--- src/rtl/arrow_game_engine.sv ---
// Arrow game engine: scrolling arrow queue, beat-synchronous button judgement,
// score and combo counters. Feeds the 7-segment display block directly.
module arrow_game_engine #(
    parameter int unsigned STATE_BITS  = 1,
    parameter int unsigned RANDOM_BITS = 6,
    parameter int unsigned SCORE_MAX   = 9999,
    parameter int unsigned ARROW_NONE  = 20
) (
    input  logic                  clk,
    input  logic                  rst,
    input  logic                  metronome_clk,
    input  logic [STATE_BITS:0]   state,
    input  logic                  btn_up,
    input  logic                  btn_down,
    input  logic                  btn_left,
    input  logic                  btn_right,
    output logic [4:0]            cur_arrow0,
    output logic [4:0]            cur_arrow1,
    output logic [4:0]            cur_arrow2,
    output logic [4:0]            cur_arrow3,
    output logic [13:0]           score,
    output logic [13:0]           combo_count,
    output logic                  hit_pulse,
    output logic                  miss_pulse
);

    localparam logic [STATE_BITS:0] StGame  = (STATE_BITS + 1)'(0);
    localparam logic [STATE_BITS:0] StReset = (STATE_BITS + 1)'(2);

    localparam logic [4:0]  ArrowNone  = 5'(ARROW_NONE);
    localparam logic [4:0]  ArrowFirst = 5'd10;
    localparam logic [13:0] ScoreMax   = 14'(SCORE_MAX);

    localparam logic [RANDOM_BITS-1:0] LfsrSeed = RANDOM_BITS'(1);

    // Button bit order is {up, down, left, right} throughout.
    function automatic logic [3:0] required_mask(input logic [4:0] code);
        logic [3:0] m;
        case (code)
            5'd10:   m = 4'b1000;
            5'd11:   m = 4'b0100;
            5'd12:   m = 4'b0010;
            5'd13:   m = 4'b0001;
            5'd14:   m = 4'b1100;
            5'd15:   m = 4'b1010;
            5'd16:   m = 4'b1001;
            5'd17:   m = 4'b0110;
            5'd18:   m = 4'b0101;
            5'd19:   m = 4'b0011;
            default: m = 4'b0000;
        endcase
        return m;
    endfunction

    // State registers
    logic [2:0]             sync_q,     sync_d;
    logic [3:0]             btn_prev_q, btn_prev_d;
    logic [3:0]             mask_q,     mask_d;
    logic [RANDOM_BITS-1:0] lfsr_q,     lfsr_d;
    logic [4:0]             arrow0_q,   arrow0_d;
    logic [4:0]             arrow1_q,   arrow1_d;
    logic [4:0]             arrow2_q,   arrow2_d;
    logic [4:0]             arrow3_q,   arrow3_d;
    logic [13:0]            score_q,    score_d;
    logic [13:0]            combo_q,    combo_d;
    logic                   hit_q,      hit_d;
    logic                   miss_q,     miss_d;

    logic                   clear;
    logic                   in_game;
    logic                   beat;
    logic [3:0]             btn_lvl;
    logic [3:0]             btn_edge;
    logic [3:0]             front_req;
    logic                   front_empty;
    logic [RANDOM_BITS-1:0] lfsr_mod;
    logic [4:0]             new_arrow;

    // RESET state behaves exactly like the rst pin, including the sync chain.
    assign clear   = rst || (state == StReset);
    assign in_game = (state == StGame);

    assign beat     = sync_q[1] & ~sync_q[2];
    assign btn_lvl  = {btn_up, btn_down, btn_left, btn_right};
    assign btn_edge = btn_lvl & ~btn_prev_q;

    assign front_req   = required_mask(arrow3_q);
    assign front_empty = (arrow3_q == ArrowNone);

    assign lfsr_mod  = lfsr_q % RANDOM_BITS'(11);
    assign new_arrow = ArrowFirst + 5'(lfsr_mod);

    // Next-state: beat judgement, queue shift, mask accumulation, counters.
    always_comb begin
        sync_d     = {sync_q[1:0], metronome_clk};
        // Previous button levels track in every state, so a press held across
        // a pause is not re-detected as a fresh edge on resume.
        btn_prev_d = btn_lvl;
        mask_d     = mask_q;
        lfsr_d     = lfsr_q;
        arrow0_d   = arrow0_q;
        arrow1_d   = arrow1_q;
        arrow2_d   = arrow2_q;
        arrow3_d   = arrow3_q;
        score_d    = score_q;
        combo_d    = combo_q;
        hit_d      = 1'b0;
        miss_d     = 1'b0;

        if (in_game) begin
            if (beat) begin
                // Judge the window that just closed; this cycle's edges open the next one.
                if (!front_empty) begin
                    if (mask_q == front_req) begin
                        hit_d   = 1'b1;
                        score_d = (score_q < ScoreMax) ? score_q + 14'd1 : score_q;
                        combo_d = (combo_q < ScoreMax) ? combo_q + 14'd1 : combo_q;
                    end else begin
                        miss_d  = 1'b1;
                        combo_d = '0;
                    end
                end else if (mask_q != 4'b0000) begin
                    miss_d  = 1'b1;
                    combo_d = '0;
                end

                arrow3_d = arrow2_q;
                arrow2_d = arrow1_q;
                arrow1_d = arrow0_q;
                arrow0_d = new_arrow;
                lfsr_d   = {lfsr_q[RANDOM_BITS-2:0],
                            lfsr_q[RANDOM_BITS-1] ^ lfsr_q[RANDOM_BITS-2]};
                mask_d   = btn_edge;
            end else begin
                mask_d = mask_q | btn_edge;
            end
        end
    end

    // Register update with synchronous clear from rst or the RESET state.
    always_ff @(posedge clk) begin
        if (clear) begin
            sync_q     <= '0;
            btn_prev_q <= '0;
            mask_q     <= '0;
            lfsr_q     <= LfsrSeed;
            arrow0_q   <= ArrowNone;
            arrow1_q   <= ArrowNone;
            arrow2_q   <= ArrowNone;
            arrow3_q   <= ArrowNone;
            score_q    <= '0;
            combo_q    <= '0;
            hit_q      <= 1'b0;
            miss_q     <= 1'b0;
        end else begin
            sync_q     <= sync_d;
            btn_prev_q <= btn_prev_d;
            mask_q     <= mask_d;
            lfsr_q     <= lfsr_d;
            arrow0_q   <= arrow0_d;
            arrow1_q   <= arrow1_d;
            arrow2_q   <= arrow2_d;
            arrow3_q   <= arrow3_d;
            score_q    <= score_d;
            combo_q    <= combo_d;
            hit_q      <= hit_d;
            miss_q     <= miss_d;
        end
    end

    assign cur_arrow0  = arrow0_q;
    assign cur_arrow1  = arrow1_q;
    assign cur_arrow2  = arrow2_q;
    assign cur_arrow3  = arrow3_q;
    assign score       = score_q;
    assign combo_count = combo_q;
    assign hit_pulse   = hit_q;
    assign miss_pulse  = miss_q;

endmodule

--- config.mk ---
export PLATFORM = sky130hd
export DESIGN_NAME = arrow_game_engine
export DESIGN_NICKNAME = d
export VERILOG_FILES = /design/src/rtl/arrow_game_engine.sv
export SDC_FILE = /design/constraint.sdc
export NUM_CORES = 1
export LEC_CHECK = 0
export CORE_AREA = 2 2 96 98
export CTS_BUF_LIST = sky130_fd_sc_hd__clkbuf_16
export DETAILED_ROUTE_END_ITERATION = 6
export DIE_AREA = 0 0 98 100
export GPL_TIMING_DRIVEN = 0
export SYNTH_ARGS = -nofsm -noshare
export SYNTH_HDL_FRONTEND = slang
export SYNTH_SLANG_ARGS = --single-unit
--- constraint.sdc ---
create_clock -name clk -period 4.1 [get_ports clk]
set_input_delay 0.82 -clock clk [delete_from_list [all_inputs] [get_ports clk]]
set_output_delay 0.82 -clock clk [all_outputs]
set_load 0.02 [all_outputs]
==> qor.yml, run 1 <==
route:
  routed_wl_mm: 8.06
  drt_iter0_markers: 85
  wl_per_cell_um: 13.5
  ant_nets: 0
  vias: 3061
  drc: 0
  viasPerCell: 5.14
  dr.pass1.iters: 4
cells_and_area:
  area_delta_synth_final_pct: 29.8
  antennaDiodeCount: 0
  num-nets-final: 501
  n_fill_cell: 865
  layout-drive-gt1-share_pct: 7.63
clocking:
  cts_tree: "built"
  clkTransAtPathRegs_ns: 0.05
  cts_root_buf: "clkbuf_16"
  clk_path_buf_depth: 2
  cts-htree-levels: 3
  clock_latency_ns: 0.33
  cts_buffers: 9
  cts.sink_count: 71
  postCtsSetupRepairBufs: 0
floorplanning:
  dieHeight_um: 100
  start_util_pct: 38.4
  ioPinCount: 59
  die_w_um: 98
  row_count: 35
  coreArea_sq_mm: 0.00889
  die_area_sq_mm: 0.00980
setup_path:
  rrSetupSlack_ns: 0.31
  rr_worst_depth: 18
  rr_startpoint: "lfsr_q[4]"
  arrival_ns: 3.98
  critPathKind: "flop to flop"
  cp-end-kind: "flop"
  start_kind: "flop"
  required_ns: 4.29
  cp_max_fo: 10
  r2r-end: "cur_arrow0[3]"
min_path:
  hold_path.class: "flop to flop"
  hold_end: "sync_q[1]"
  hp-start: "sync_q[0]"
  whs_path_depth: 1
synth:
  synth_warnings: 0
  synth_cell_types: 61
  synth_seq_cells: 71
  synth_largest_area_cell: "dfxtp_1"
  synthDominantCellAreaShare_pct: 41.6
  synth-async-reset-ratio_pct: 0
  synth_fp_nets: 432
  synthTopCellsByArea: "dfxtp_1 42%, nand2_1 7.8%, ha_1 4.4%, xor2_1 4.4%, nor2_1 4.3%"
  synth_edf_count: 0
  avgSynthCellArea_sq_um: 8.31
  synthCells: 411
  synth_flop_cell: "dfxtp_1"
  syn_area_sq_mm: 0.00341
  yosysSeqAreaShare_pct: 41.6
sta:
  relSlewSlack_pct: 51.7
  fin_crit_ns: 3.79
  whs_ns: 0.436
  finalSetupTns_ns: 0
  setup_viol: 0
  setup_slack_ns: 0.314
  finalMaxSlewViolations: 0
  rsz0062_at_grt: "no"
  worstMarginPinSlew_ns: 0.719
  max_freq_mhz: 264
  period_share_pct: 92.3
  clock_skew_ns: 0.0111
  hold_viol: 0
job:
  drv_cap: 0
global_routing:
  grt.total_usage_pct: 17.1
  grt_pass1_wl_mm: 13.7
  grt_pass1_vias: 2845
  antenna_found_initial: 0
  grt.overflow.total: 0
  grt_max_degree: 13
pwr:
  powerDensity_mw_per_mm2: 339
  ir_worst_vdd_mv: 0.234
  p_leak_nw: 1.65
placed_design:
  hpwlAfterDp_mm: 5.82
  portBuffers: 58
  pre_cts_ws_ns: 0.163
  routabilityCongestion: 0.827
outcome:
  run_status: "complete, no violations"
## metal layers
layer | global-route usage [%] | vias to the layer above | wire length (um) | share of wire (%)
met5 | 0 | - | 0 | 0
met1 | 23.4 | 1419 | 3950 | 49
met2 | 26.8 | 68 | 3660 | 45
li1 | - | 1563 | - | -
met4 | 4.91 | 0 | 108 | 1.3
met3 | 4.32 | 11 | 338 | 4.2
## cell type report
type | count | area, sq um | share of cell area, %
Multi-Input combinational cell | 310 | 1870 | 42.2
Sequential cell | 71 | 1420 | 32.1
Timing Repair Buffer | 58 | 581 | 13.1
Clock buffer | 9 | 225 | 5.08
Tap cell | 111 | 139 | 3.13
Buffer | 16 | 75.1 | 1.69
Clock inverter | 7 | 65.1 | 1.47
Inverter | 14 | 52.6 | 1.19
## where the power goes
group          switching, W  internal [W]  leakage, nW
Combinational     0.0000281     0.0000186        0.936
Clock              0.000290      0.000465        0.136
Sequential       0.00000360      0.000696        0.574
## sequential cells by signal, indices dropped and copies added, names as in the netlist
name and count:
sync_q 3, btn_prev_q 4, cur_arrow1 5, lfsr_q 6
cur_arrow3 5, cur_arrow0 5, combo_count 14, mask_q 4
front_req 4, score 14, hit_pulse 1, miss_pulse 1
cur_arrow2 5
## cells in the mapped netlist (all sizes together), types with 4 or more instances
cell and count:
a21oi 31, nand3 23, and2 11, dfxtp 71, nor3 5, buf 6
ha 12, xnor2 11, clkbuf 10, xor2 17, inv 14, nand2 71
nor2 39, a31oi 7, or3 7, a32oi 4, o21ai 17, nand2b 4
## cells by family after synthesis
kind of cell | count (synthesis) | share of synthesized area (%)
simple gates | 181 | 24.8
compound gates | 84 | 16.7
flops | 71 | 41.6
buf+inv | 30 | 3.66
xor+xnor | 28 | 7.18
fa+ha+maj | 12 | 4.40
mux | 5 | 1.65
## cell usage in the layout, fill, tap and decap left out, types with 5 or more instances in the layout
master | synthesis | layout
nand2_1 | 71 | 71
dfxtp_1 | 71 | 70
nand3_1 | 23 | 23
xnor2_1 | 11 | 11
inv_1 | 14 | 15
or3_1 | 7 | 7
a21oi_1 | 28 | 28
clkbuf_1 | 10 | 10
clkbuf_16 | 0 | 9
a31oi_1 | 5 | 5
and2_1 | 11 | 11
ha_1 | 12 | 11
o21ai_0 | 10 | 10
nor2_1 | 39 | 39
clkdlybuf4s50_1 | 0 | 58
xor2_1 | 17 | 17
## worst max path at each step
stage	cells past startpoint	to	from
after floorplan	18	cur_arrow0[3]	lfsr_q[4]
after global placement	18	cur_arrow0[3]	lfsr_q[4]
after detailed placement	18	cur_arrow0[2]	lfsr_q[4]
after CTS	18	cur_arrow0[2]	lfsr_q[4]
after global routing	18	cur_arrow0[3]	lfsr_q[4]
final	18	cur_arrow0[3]	lfsr_q[4]
## stage by stage
step	cell area (sq um)	std cells	util, %	power (W)
4_1_cts	4420	596	49.8	0.00152
2_1_floorplan	3410	411	-	0.000740
6_report	4430	596	49.8	0.00150
5_1_grt	4430	596	49.8	0.00155
3_3_place_gp	4130	580	46.5	0.000762
3_5_place_dp	4130	580	46.5	0.000762
## critical path, cell delays in order, from the launching register on
cell	delay (ns)
dfxtp_2	0.39
inv_1	0.09
ha_1	0.25
and2_1	0.18
o21ai_2	0.16
clkbuf_4	0.23
ha_2	0.26
a211o_1	0.19
a21oi_2	0.06
o21a_1	0.18
mux2_1	0.32
ha_1	0.20
inv_1	0.09
and3_1	0.19
o21ai_2	0.09
mux2_4	0.32
ha_1	0.21
xor2_1	0.17
a21oi_1	0.08
## repair_timing
| action | CTS | global route |
|---|---|---|
| hold buffers | 0 | 0 |
| resized for setup | 0 | 3 |
| endpoints found under the setup margin | 0 | 3 |
Note: power is estimated with default switching activity, not from simulation.
==> inputs of run 2 (changes only) <==
--- a/config.mk
+++ b/config.mk
@@ -5,11 +5,12 @@
 export SDC_FILE = /design/constraint.sdc
 export NUM_CORES = 1
 export LEC_CHECK = 0
-export CORE_AREA = 2 2 96 98
+export CORE_AREA = 4 4 98 100
 export CTS_BUF_LIST = sky130_fd_sc_hd__clkbuf_16
 export DETAILED_ROUTE_END_ITERATION = 6
-export DIE_AREA = 0 0 98 100
+export DIE_AREA = 0 0 102 104
 export GPL_TIMING_DRIVEN = 0
+export SLEW_MARGIN = 20
 export SYNTH_ARGS = -nofsm -noshare
 export SYNTH_HDL_FRONTEND = slang
 export SYNTH_SLANG_ARGS = --single-unit
==> run 2 against run 1 <==
  * Non-clock buffer count unchanged
  * Final cell count shrank 0.67%
  * Clock skew hardly changed
  * Sequential cell count is the same
  * Critical path type unchanged
  * Critical path depth unchanged
  * Largest cell class unchanged
  * First-iteration DRC count is 33% higher
  * Total power down 1.3%
  * Sequential share of layout area increased by 0.14 points
  * Critical endpoint unchanged
  * Die area is 8.2% higher
  * Design area down 0.42%
  * Setup slack worse by 0.073 ns
  * Count of clock-buffer cells in the layout stayed put
==> qor.yml, run 2 (same netlist as run 1, synthesis figures left out) <==
clocking:
  clk_path_buf_depth: 2
  cts_root_buf: "clkbuf_16"
  clkTransAtPathRegs_ns: 0.05
  cts_buffers: 9
  cts.sink_count: 71
  clock_latency_ns: 0.33
  cts_tree: "built"
  holdBufCountCts: 0
  cts-htree-levels: 3
floorplanning:
  die_area_sq_mm: 0.0106
  die_w_um: 102
  coreArea_sq_mm: 0.00868
  dieHeight_um: 104
  start_util_pct: 39.3
  row_count: 34
  ioPinCount: 59
setup_path:
  cp_max_fo: 10
  cp-end-kind: "flop"
  r2r-end: "cur_arrow0[3]"
  crit_start: "lfsr_q[4]"
  arrival_ns: 4.05
  start_kind: "flop"
  rr_startpoint: "lfsr_q[4]"
  rr_worst_depth: 18
  required_ns: 4.29
  critPathKind: "flop to flop"
  rrSetupSlack_ns: 0.24
route:
  wl_met3_um: 438
  vias: 3078
  dr.pass1.iters: 4
  met2_length_mm: 3.78
  viasPerCell: 5.20
  routedLengthMet1_mm: 4.11
  routed_wl_mm: 8.41
  drt_iter0_markers: 113
  top_layer: "met4"
  ant_nets: 0
  drc: 0
  wl_per_cell_um: 14.2
cells_and_area:
  final_area_sq_mm: 0.00441
  num-nets-final: 501
  final_cell_mix: "71 x nand2_1, 70 x dfxtp_1, 58 x clkdlybuf4s50_1, 39 x nor2_1, 28 x a21oi_1"
  antennaDiodeCount: 0
  area_delta_synth_final_pct: 29.2
  layout-drive-gt1-share_pct: 7.02
  final_common_cell: "nand2_1"
sta:
  rsz0062_at_grt: "no"
  setup_viol: 0
  clock_skew_ns: 0.0110
  hold_viol: 0
  max_freq_mhz: 259
  relSlewSlack_pct: 49.9
  finalSetupTns_ns: 0
  fin_crit_ns: 3.86
  period_share_pct: 94.1
  worstMarginPinSlew_ns: 0.746
  finalMaxSlewViolations: 0
placed_design:
  portBuffers: 58
  placed_area_sq_mm: 0.00413
  routabilityCongestion: 0.817
  hpwlAfterDp_mm: 6.08
pwr:
  internal-power_w: 0.00117
  power.share.clock_pct: 49.6
  p_leak_nw: 1.64
  switching_power_w: 0.000308
  swShare_pct: 20.8
  ir_worst_vdd_mv: 0.200
  comb_power_share_pct: 3.2
  powerDensity_mw_per_mm2: 336
  p_seq_share_pct: 47.2
min_path:
  hold_path.class: "flop to flop"
  hp-start: "sync_q[0]"
  whs_path_depth: 1
  hold_end: "sync_q[1]"
global_routing:
  grt_pass1_wl_mm: 14.3
  antenna_found_initial: 0
  grt_max_degree: 12
  grt.overflow.total: 0
  grt.total_usage_pct: 16.4
  grt_pass1_vias: 2999
job:
  drv_cap: 0
outcome:
  run_status: "complete, no violations"
==> run 2: changes by cell type in the layout (fill, tap and decap cells not counted), sizes merged <==
cell      change
clkinv        +2
clkinvlp      -2
buf           +1
clkbuf        -1
inv           -1
==> run 2: worst max-delay path, cell delays in order (launching register included) <==
cell and delay, ns:
dfxtp_2 0.39, inv_1 0.09, ha_1 0.24, and2_1 0.18, o21ai_2 0.15, buf_2 0.24, ha_2 0.28, a211o_1 0.18
a21oi_2 0.05, o21a_1 0.19, mux2_1 0.31, ha_1 0.21, inv_1 0.09, and3_1 0.21, o21ai_2 0.09, mux2_4 0.32
ha_1 0.21, xor2_1 0.20, a21oi_1 0.09
==> run 2: how the worst max path moves through the flow <==
stage               endpoint  slack [ns]  cells past startpoint
6_report       cur_arrow0[3]        0.24                     18
5_1_grt        cur_arrow0[3]        0.02                     18
4_1_cts        cur_arrow0[3]        0.12                     18
3_5_place_dp   cur_arrow0[3]        0.14                     18
3_3_place_gp   cur_arrow0[3]        0.20                     18
2_1_floorplan  cur_arrow0[3]        0.58                     18
==> run 2: cell type report <==
class,instances,area (sq um)
flip-flops and latches,71,1420
fillers,865,4270
repair buffers,58,581
inverters,14,52.6
multi-input cells,310,1870
well taps,108,135
clock inverters,6,52.6
plain buffers,16,72.6
clock buffers,9,225
==> run 2: per-layer routing <==
| layer | track usage [%] | vias up |
|---|---|---|
| met5 | 0 | - |
| met2 | 25.5 | 87 |
| met3 | 4.69 | 9 |
| li1 | - | 1556 |
| met4 | 3.47 | 0 |
| met1 | 22.7 | 1426 |
==> run 2: through the flow <==
stage | cells | utilization [%] | worst slack (ns) | power (W) | hold WS, ns
after floorplan | 411 | - | 0.578 | 0.000740 | 0.406
after global placement | 577 | 47.6 | 0.204 | 0.000762 | 0.423
after detailed placement | 577 | 47.6 | 0.140 | 0.000763 | 0.429
after CTS | 592 | 50.8 | 0.117 | 0.00150 | 0.446
after global routing | 592 | 50.8 | 0.0234 | 0.00154 | 0.473
final | 592 | 50.8 | 0.240 | 0.00148 | 0.440
==> run 2: timing repair <==
action	CTS	global route
gates resized for setup	0	2
setup endpoints to repair	0	2
buffers inserted	0	0
==> run 2: power groups by stage <==
stage | Combinational (W) | Clock, W | Sequential [W]
2_1_floorplan | 0.0000247 | 0 | 0.000715
3_3_place_gp | 0.0000474 | 0 | 0.000715
3_5_place_dp | 0.0000481 | 0 | 0.000715
4_1_cts | 0.0000483 | 0.000753 | 0.000700
5_1_grt | 0.0000528 | 0.000785 | 0.000701
6_report | 0.0000474 | 0.000734 | 0.000700
==> inputs of run 3 (changes only) <==
--- a/config.mk
+++ b/config.mk
@@ -5,10 +5,10 @@
 export SDC_FILE = /design/constraint.sdc
 export NUM_CORES = 1
 export LEC_CHECK = 0
-export CORE_AREA = 4 4 98 100
+export CORE_AREA = 2 2 96 98
 export CTS_BUF_LIST = sky130_fd_sc_hd__clkbuf_16
 export DETAILED_ROUTE_END_ITERATION = 6
-export DIE_AREA = 0 0 102 104
+export DIE_AREA = 0 0 98 100
 export GPL_TIMING_DRIVEN = 0
 export SLEW_MARGIN = 20
 export SYNTH_ARGS = -nofsm -noshare
==> results of run 3 <==
Final layout, timing and power as in run 1 (identical DEF).
